## config.mk

```make
export PLATFORM = sky130hd
export DESIGN_NAME = vga_controller_flat
export DESIGN_NICKNAME = d
export VERILOG_FILES = /design/src/rtl/vga_controller_if.sv /design/src/rtl/vga_controller.sv /design/src/flat_wrapper.sv
export SDC_FILE = /design/constraint.sdc
export NUM_CORES = 1
export LEC_CHECK = 0
export BUFFER_PORTS_ARGS = -buffer_cell sky130_fd_sc_hd__buf_2
export CORE_MARGIN = 1
export CORE_UTILIZATION = 56
export CTS_BUF_LIST = sky130_fd_sc_hd__clkbuf_8
export CTS_CLUSTER_SIZE = 12
export DETAILED_ROUTE_END_ITERATION = 10
export HOLD_SLACK_MARGIN = 0.06
export PLACE_DENSITY = 0.84
export SETUP_SLACK_MARGIN = 0.15
export SLEW_MARGIN = 15
export SYNTH_ARGS = -nofsm -noshare
export SYNTH_HDL_FRONTEND = slang
export SYNTH_SLANG_ARGS = --single-unit
```

## constraint.sdc

```tcl
create_clock -name clock -period 2.3 [get_ports clock]
set_input_delay 0.46 -clock clock [delete_from_list [all_inputs] [get_ports clock]]
set_output_delay 0.46 -clock clock [all_outputs]
set_load 0.02 [all_outputs]
```

## src/rtl/vga_controller_if.sv

```systemverilog
// Video timing bundle from the VGA controller to the pixel/glyph generator.
// The master side drives sync, blanking and the current screen coordinates.
interface vga_controller_if;
    logic       hSync;
    logic       vSync;
    logic       bright;
    logic [9:0] hCount;
    logic [9:0] vCount;

    modport master (output hSync, output vSync, output bright, output hCount, output vCount);
    modport slave  (input  hSync, input  vSync, input  bright, input  hCount, input  vCount);
endinterface

```

## src/rtl/vga_controller.sv

```systemverilog
// VGA timing generator: a pixel-rate divider drives column/line counters.
// Sync and blanking are zero-latency decodes of those counters.
module vga_controller #(
    parameter int unsigned H_VISIBLE = 640,
    parameter int unsigned H_FRONT   = 16,
    parameter int unsigned H_SYNC    = 96,
    parameter int unsigned H_BACK    = 48,
    parameter int unsigned V_VISIBLE = 480,
    parameter int unsigned V_FRONT   = 10,
    parameter int unsigned V_SYNC    = 2,
    parameter int unsigned V_BACK    = 33,
    parameter int unsigned CLK_DIV   = 4
) (
    input  logic              clock,
    input  logic              clear,
    vga_controller_if.master  vga
);
    localparam int unsigned CNT_W    = 10;
    localparam int unsigned DIV_W    = (CLK_DIV > 1) ? $clog2(CLK_DIV) : 1;
    localparam int unsigned H_TOTAL  = H_VISIBLE + H_FRONT + H_SYNC + H_BACK;
    localparam int unsigned V_TOTAL  = V_VISIBLE + V_FRONT + V_SYNC + V_BACK;
    localparam int unsigned HS_START = H_VISIBLE + H_FRONT;
    localparam int unsigned HS_END   = HS_START + H_SYNC;
    localparam int unsigned VS_START = V_VISIBLE + V_FRONT;
    localparam int unsigned VS_END   = VS_START + V_SYNC;

    logic [DIV_W-1:0] div_q, div_d;
    logic [CNT_W-1:0] h_q, h_d;
    logic [CNT_W-1:0] v_q, v_d;
    logic             tick;

    // With CLK_DIV == 1 the divider sits at 0 and every clock is a tick.
    assign tick = (div_q == DIV_W'(CLK_DIV - 1));

    always_comb begin
        div_d = div_q;
        h_d   = h_q;
        v_d   = v_q;
        if (tick) begin
            div_d = '0;
            if (h_q == CNT_W'(H_TOTAL - 1)) begin
                h_d = '0;
                if (v_q == CNT_W'(V_TOTAL - 1)) begin
                    v_d = '0;
                end else begin
                    v_d = v_q + 1'b1;
                end
            end else begin
                h_d = h_q + 1'b1;
            end
        end else begin
            div_d = div_q + 1'b1;
        end
    end

    always_ff @(posedge clock or posedge clear) begin
        if (clear) begin
            div_q <= '0;
            h_q   <= '0;
            v_q   <= '0;
        end else begin
            div_q <= div_d;
            h_q   <= h_d;
            v_q   <= v_d;
        end
    end

    // Decodes track the counters in the same cycle; bright is forced low during clear.
    assign vga.hCount = h_q;
    assign vga.vCount = v_q;
    assign vga.hSync  = !((h_q >= CNT_W'(HS_START)) && (h_q < CNT_W'(HS_END)));
    assign vga.vSync  = !((v_q >= CNT_W'(VS_START)) && (v_q < CNT_W'(VS_END)));
    assign vga.bright = !clear && (h_q < CNT_W'(H_VISIBLE)) && (v_q < CNT_W'(V_VISIBLE));
endmodule

```

## src/flat_wrapper.sv

```systemverilog
// flat-port wrapper written by rule: the top's interface ports become plain ports
module vga_controller_flat 
#(
    parameter int unsigned H_VISIBLE = 640,
    parameter int unsigned H_FRONT   = 16,
    parameter int unsigned H_SYNC    = 96,
    parameter int unsigned H_BACK    = 48,
    parameter int unsigned V_VISIBLE = 480,
    parameter int unsigned V_FRONT   = 10,
    parameter int unsigned V_SYNC    = 2,
    parameter int unsigned V_BACK    = 33,
    parameter int unsigned CLK_DIV   = 4
)
  (clock, clear, vga_hSync, vga_vSync, vga_bright, vga_hCount, vga_vCount);
  vga_controller_if vga_i ();
  input  logic clock;
  input  logic clear;
  output wire logic [$bits(vga_i.hSync)-1:0] vga_hSync;
  output wire logic [$bits(vga_i.vSync)-1:0] vga_vSync;
  output wire logic [$bits(vga_i.bright)-1:0] vga_bright;
  output wire logic [$bits(vga_i.hCount)-1:0] vga_hCount;
  output wire logic [$bits(vga_i.vCount)-1:0] vga_vCount;
  assign vga_hSync = vga_i.hSync;
  assign vga_vSync = vga_i.vSync;
  assign vga_bright = vga_i.bright;
  assign vga_hCount = vga_i.hCount;
  assign vga_vCount = vga_i.vCount;
  vga_controller #(.H_VISIBLE(H_VISIBLE), .H_FRONT(H_FRONT), .H_SYNC(H_SYNC), .H_BACK(H_BACK), .V_VISIBLE(V_VISIBLE), .V_FRONT(V_FRONT), .V_SYNC(V_SYNC), .V_BACK(V_BACK), .CLK_DIV(CLK_DIV)) u_core (.clock(clock), .clear(clear), .vga(vga_i));
endmodule
```

==> results by group, run 1 <==
Floorplanning
  – Die Span X: ~48 µm
  – Die height: between 40 and 50 µm
  – Starting Density: 0.605
  – Cell Rows: 16
  – I/O Pins: 25
  – Core ar.: 1980 µm²
  – Die area: 2330 µm²

Global routing
  – Vias in the first global route: roughly 830
  – Largest net degree at the start of global routing: 23
  – Busiest layer in global routing: met2
  – First-pass GRT wire length: between 3000 and 4000 µm
  – Routing usage on met3: 0.0333
  – Met2 GRT Util: 0.389
  – Antenna violations before repair: 0
  – GRT overflow: 0
  – GRT met1 Usage: 0.287
  – GR Util All Layers: 0.228

Yosys
  – Syn_nets: roughly 120
  – Sequential area share after synthesis: 0.459
  – Ys Warns: 0
  – Cell variety after synth: 35
  – Synthesized area: between 1000 and 1500 µm²
  – Syn avg cell area: between 10 and 15 µm²
  – Post-synth top flop: dfrtp_1
  – Synth Instances: 115
  – Synth Register Bits: 22
  – FFs w/ async S/R, synth: 1.00
  – EDFF count, synth: 0

CTS
  – H-tree depth: 1
  – Sink Count: 22
  – TritonCTS clock tree: done
  – Resized Gates After CTS: 0
  – Post-CTS Setup Inserts: 0
  – Clock Pin Slew Worst Setup and Hold Paths: 0.08 ns
  – Num CTS Buffers: 3
  – Clock Latency Late Sink: between 0.2 and 0.3 ns
  – Max clock buf depth: 2
  – Hold Buf Count CTS: 0
  – Clock root cell: clkbuf_8

Layout
  – Commonest non-fill, non-tap cell in the layout: buf_2
  – Final core occ: 0.702
  – Final nets: approximately 150
  – Fin area: between 1000 and 1500 µm²
  – Commonest non-fill, non-tap cells in the layout: 24 x buf_2, 22 x dfrtp_1, 10 x nor2_1, 9 x nand2_1, 8 x o21ai_0
  – Ant diodes: 0
  – Area grow syn2layout: 16.1%
  – Share of cells above drive strength 1: 0.255
  – Fin cells: approximately 170

Timing
  – Worst-margin pin slew: around 0.85 ns
  – Setup TNS: 0 ns
  – Tcrit/Tclk final: 0.881
  – Setup WS post-layout: approximately 0.27 ns
  – Setup Viol. Count Final: 0
  – Final Hold Viols: 0
  – Slew Limit Headroom: 0.434
  – Final critical-path required period: 2.03 ns
  – Slew Viols, Final: 0
  – Skew final: slightly above 0.004 ns
  – Highest clock rate: about 0.49 GHz
  – RSZ-0062 raised after global routing: false

Run
  – Max-Cap Viols: 0

Pwr
  – PD cells: ~480 nW/µm²
  – VDD IR-drop max: around 0.38 mV
  – Static leakage: about 0.63 nW

Hold path
  – Hold crit path type: input port to asynchronous set/reset pin

Outcome
  – Status: finished clean

Worst setup path
  – Critical Path Start Type: flop
  – Crit. End Element: primary output
  – WP data required: between 1.5 and 2 ns
  – CP Class: flop to primary output
  – CP Max Fanout: 6
  – Critical path arrival: 1.57 ns

Route
  – Iteration-0 DRC Markers: 30
  – Post-route ant nets: 0
  – DRC Markers: 0
  – Vias per cell: between 5 and 6
  – Total Wirelength: 2460 µm
  – Routed len/inst: roughly 15 µm
  – Vias: 954
  – Drt pass-1 iters: 4

Place
  – HPWL Detailed: 1740 µm
  – DP Worst Slack: 0.339 ns
  – Post-DP Area: between 1000 and 1500 µm²
  – PortBufs: 24
  – Final RePlAce weighted congestion: 0.855
  – Placed Cells: about 160
==> layout make-up <==
type,instances,area [µm²]
clock buffer,4,55.1
tap,27,33.8
fill,155,591
sequential,22,551
timing repair buffer,24,120
multi-input combinational,84,606
inverter,7,26.3
==> where the power goes <==
group,internal (mW),switching (mW),leakage [nW]
Sequential,0.386,0,0.293
Clock,0.152,0.125,0.0288
Combinational,0.00168,0.00944,0.307
==> per-stage QoR <==
| step | hold WS [ns] | total power, mW |
|---|---|---|
| finish | 0.369 | 0.674 |
| global route | 0.447 | 0.697 |
| CTS | 0.399 | 0.682 |
| detailed placement | 0.424 | 0.406 |
| global placement | 0.412 | 0.405 |
| floorplan | 0.403 | 0.402 |
==> sequential cells by signal (all words and copies together) (netlist names) <==
| name | flops |
|---|---|
| u_core.vga.vCount | 10 |
| u_core.vga.hCount | 10 |
| u_core.div_q | 2 |
==> worst max-delay path, cell delays in order, from the launching register on <==
cell and delay, ns:
dfrtp_1 0.45, and3_1 0.19, and2_1 0.21, nor4b_1 0.25, buf_2 0.21
==> cells in the mapped netlist (2+ instances only) <==
master	count	area share
nand4b_1	2	0.015
o21ai_0	8	0.033
nand3_1	7	0.029
xor2_1	5	0.037
dfrtp_1	22	0.46
inv_1	7	0.022
ha_1	5	0.052
nor3_2	2	0.017
nor2_1	10	0.031
and3_1	2	0.010
a22o_1	3	0.022
nor4_1	2	0.010
nand2_1	9	0.028
nor4b_1	2	0.015
nand4_1	4	0.021
xnor2_1	6	0.044
==> layer usage <==
layer / up-vias / share of wire
met2: 29 / 0.51
met5: - / 0
met1: 462 / 0.44
met4: 0 / 0.0053
met3: 2 / 0.041
li1: 461 / -
==> cells by family (layout without fill, tap and decap cells) <==
logic type / Yosys count / count (layout) / share of synthesized area
DFF: 22 / 22 / 0.459
xor gates and xnor gates: 11 / 11 / 0.0804
muxes: 1 / 1 / 0.00835
AOI/OAI and AO/OA: 17 / 17 / 0.0929
buffers and inverters: 9 / 35 / 0.0355
adders and majority gates: 5 / 5 / 0.0522
and+or+nand+nor: 50 / 50 / 0.271
==> final timing paths <==
check                                      from                    to  slack [ns]  depth (start not counted)
setup / recovery           u_core.vga.vCount[5]            vga_bright        0.27                          4
hold / removal                            clear  u_core.vga.vCount[5]        0.37                          2
setup reg to reg                u_core.div_q[0]  u_core.vga.vCount[9]        0.32                          5
hold reg to reg                 u_core.div_q[0]       u_core.div_q[0]        0.43                          1
max in group asynchronous                 clear  u_core.vga.hCount[0]        1.40                          2
min in group clock              u_core.div_q[0]       u_core.div_q[0]        0.43                          1
Power figures use the tool's default switching activity.
==> run 2, diff against run 1 <==
- clock period: 2.3 -> 2.16 ns (I/O delays scaled with it)
==> results by group, run 2 (synthesis results as in run 1) <==
Layout
  – Area of the multi-input gates: 641 µm² (+5.8%)
  – Commonest non-fill, non-tap cell in the layout: buf_2
  – Commonest non-fill, non-tap cells in the layout: 23 x buf_2, 20 x dfrtp_1, 10 x nor2_1, 9 x nand2_1, 8 x o21ai_0
  – Ant diodes: 0 (unchanged)
  – Area grow syn2layout: 22.5%
  – Filler cells: 152 (-1.9%)
  – Seq. cell area: 553 µm² (+0.45%)
  – Final nets: 154 (+3.4%)
  – Fin cells: 173 (+3.0%)
  – Share of cells above drive strength 1: 0.322 (+0.0666)

Route
  – DRC Markers: 0 (unchanged)
  – Vias: 978 (+2.5%)
  – Routed len/inst: 14.4 µm (-1.4%)
  – Iteration-0 DRC Markers: 18 (-40%)
  – Drt pass-1 iters: 4 (unchanged)
  – Vias per cell: 5.65 (-0.45%)
  – Post-route ant nets: 0 (unchanged)
  – Total Wirelength: 2500 µm (+1.5%)

CTS
  – TritonCTS clock tree: done
  – Num CTS Buffers: 3 (unchanged)
  – H-tree depth: 1 (unchanged)
  – Hold Buf Count CTS: 0 (unchanged)
  – Max clock buf depth: 2 (unchanged)
  – Clock Latency Late Sink: 0.26 ns (about the same)
  – Sink Count: 22 (unchanged)
  – Clock root cell: clkbuf_8
  – Clock Pin Slew Worst Setup and Hold Paths: 0.08 ns (about the same)

Timing
  – Setup TNS: 0 ns (unchanged)
  – Highest clock rate: around 0.52 GHz
  – Slew Limit Headroom: 0.718 (+0.283)
  – Worst-margin pin slew: 0.420 ns (-0.427 ns)
  – Final critical-path required period: approximately 1.9 ns
  – Tcrit/Tclk final: 0.888
  – RSZ-0062 raised after global routing: false
  – Skew final: 0.00208 ns (-0.00204 ns)
  – Slew Viols, Final: 0 (unchanged)
  – Final Hold Viols: 0 (unchanged)
  – Setup Viol. Count Final: 0 (unchanged)

Global routing
  – GRT overflow: 0 (unchanged)
  – GR Util All Layers: 0.227 (-0.000353)
  – First-pass GRT wire length: 3510 µm (-3.0%)
  – Largest net degree at the start of global routing: 23 (unchanged)
  – Antenna violations before repair: 0 (unchanged)
  – Vias in the first global route: 831 (-0.24%)

Floorplanning
  – Core ar.: 1980 µm² (unchanged)
  – I/O Pins: 25 (unchanged)
  – Die area: 2330 µm² (unchanged)
  – Starting Density: 0.605 (unchanged)
  – Cell Rows: 16 (unchanged)
  – Die Span X: 48.3 µm (unchanged)
  – Die height: 48.3 µm (unchanged)

Pwr
  – PD cells: 490 nW/µm² (+1.0%)
  – VDD IR-drop max: 0.450 mV (+19%)
  – Static leakage: 0.667 nW (+6.0%)

Run
  – Max-Cap Viols: 0 (unchanged)

Worst setup path
  – Reg-to-reg startpoint: u_core.vga.hCount[1]
  – Crit. Startpoint: u_core.vga.hCount[1]
  – Crit Reg-Reg Endpoint: u_core.vga.vCount[8]
  – CP endpoint: u_core.vga.vCount[8]
  – CP Class: flop to flop
  – Critical path arrival: 2.10 ns (+0.53 ns)
  – Reg2Reg Setup Slack: 0.24 ns (-0.08 ns)
  – CP Max Fanout: 7 (+1)
  – Crit. End Element: flop
  – R2R cell count: 5 (unchanged)
  – WP data required: 2.35 ns (+0.51 ns)
  – Critical Path Start Type: flop

Outcome
  – Status: finished clean

Place
  – PortBufs: 24 (unchanged)
  – Placed Cells: 166 (+1.2%)
  – HPWL Detailed: 1720 µm (-0.78%)
  – Final RePlAce weighted congestion: 0.864 (+1.1%)

Hold path
  – Hold crit path type: input port to asynchronous set/reset pin
-- run 2: changes by cell type in the layout (fill, tap and decap cells not counted), sizes merged --
| cell | delta |
|---|---|
| buf | +5 |
-- run 2: power by group --
group | internal (mW) | switching, mW
Clock | 0.162 | 0.130
Sequential | 0.411 | 0
Combinational | 0.00439 | 0.0108
-- run 2: what timing repair did --
item | CTS | global route
resized for setup | 0 | 9
endpoints found under the setup margin | 0 | 8
setup buffers | 0 | 3
-- run 2: final cells by class --
| cell class | count | share of cell area |
|---|---|---|
| clock buffer | 4 | 0.0375 |
| inverter | 7 | 0.0179 |
| multi-input combinational | 84 | 0.436 |
| sequential | 22 | 0.376 |
| tap | 27 | 0.0230 |
| timing repair buffer | 29 | 0.109 |
-- run 2: metrics by stage --
step	total power [mW]	util	hold WS, ns	area [µm²]	setup WS, ns
floorplan	0.428	-	0.403	1200	0.235
global placement	0.434	0.685	0.411	1360	0.288
detailed placement	0.434	0.685	0.430	1360	0.225
CTS	0.722	0.713	0.215	1410	0.188
global route	0.745	0.741	0.250	1470	0.156
finish	0.719	0.741	0.223	1470	0.242
-- run 2: how the worst min path moves through the flow --
stage / endpoint / slack, ns / start / cells after the start
final: u_core.vga.vCount[6] / 0.22 / clear / 3
after global routing: u_core.vga.vCount[8] / 0.25 / clear / 3
after CTS: u_core.vga.vCount[5] / 0.21 / clear / 3
after detailed placement: u_core.div_q[0] / 0.43 / u_core.div_q[0] / 1
after global placement: u_core.div_q[0] / 0.41 / u_core.div_q[0] / 1
after floorplan: u_core.div_q[0] / 0.40 / u_core.div_q[0] / 1
-- run 2: layer usage --
layer  track usage  part of all wire
met1         0.269              0.42
met2         0.381              0.52
met3        0.0333             0.050
met4         0.150             0.016
met5             0                 0
-- run 2: critical path: stages (launching register included) --
cell and delay [ns]:
dfrtp_1 0.44, ha_1 0.23, nand4_1 0.24, or4_4 0.55, nor3_2 0.21, xor2_1 0.17
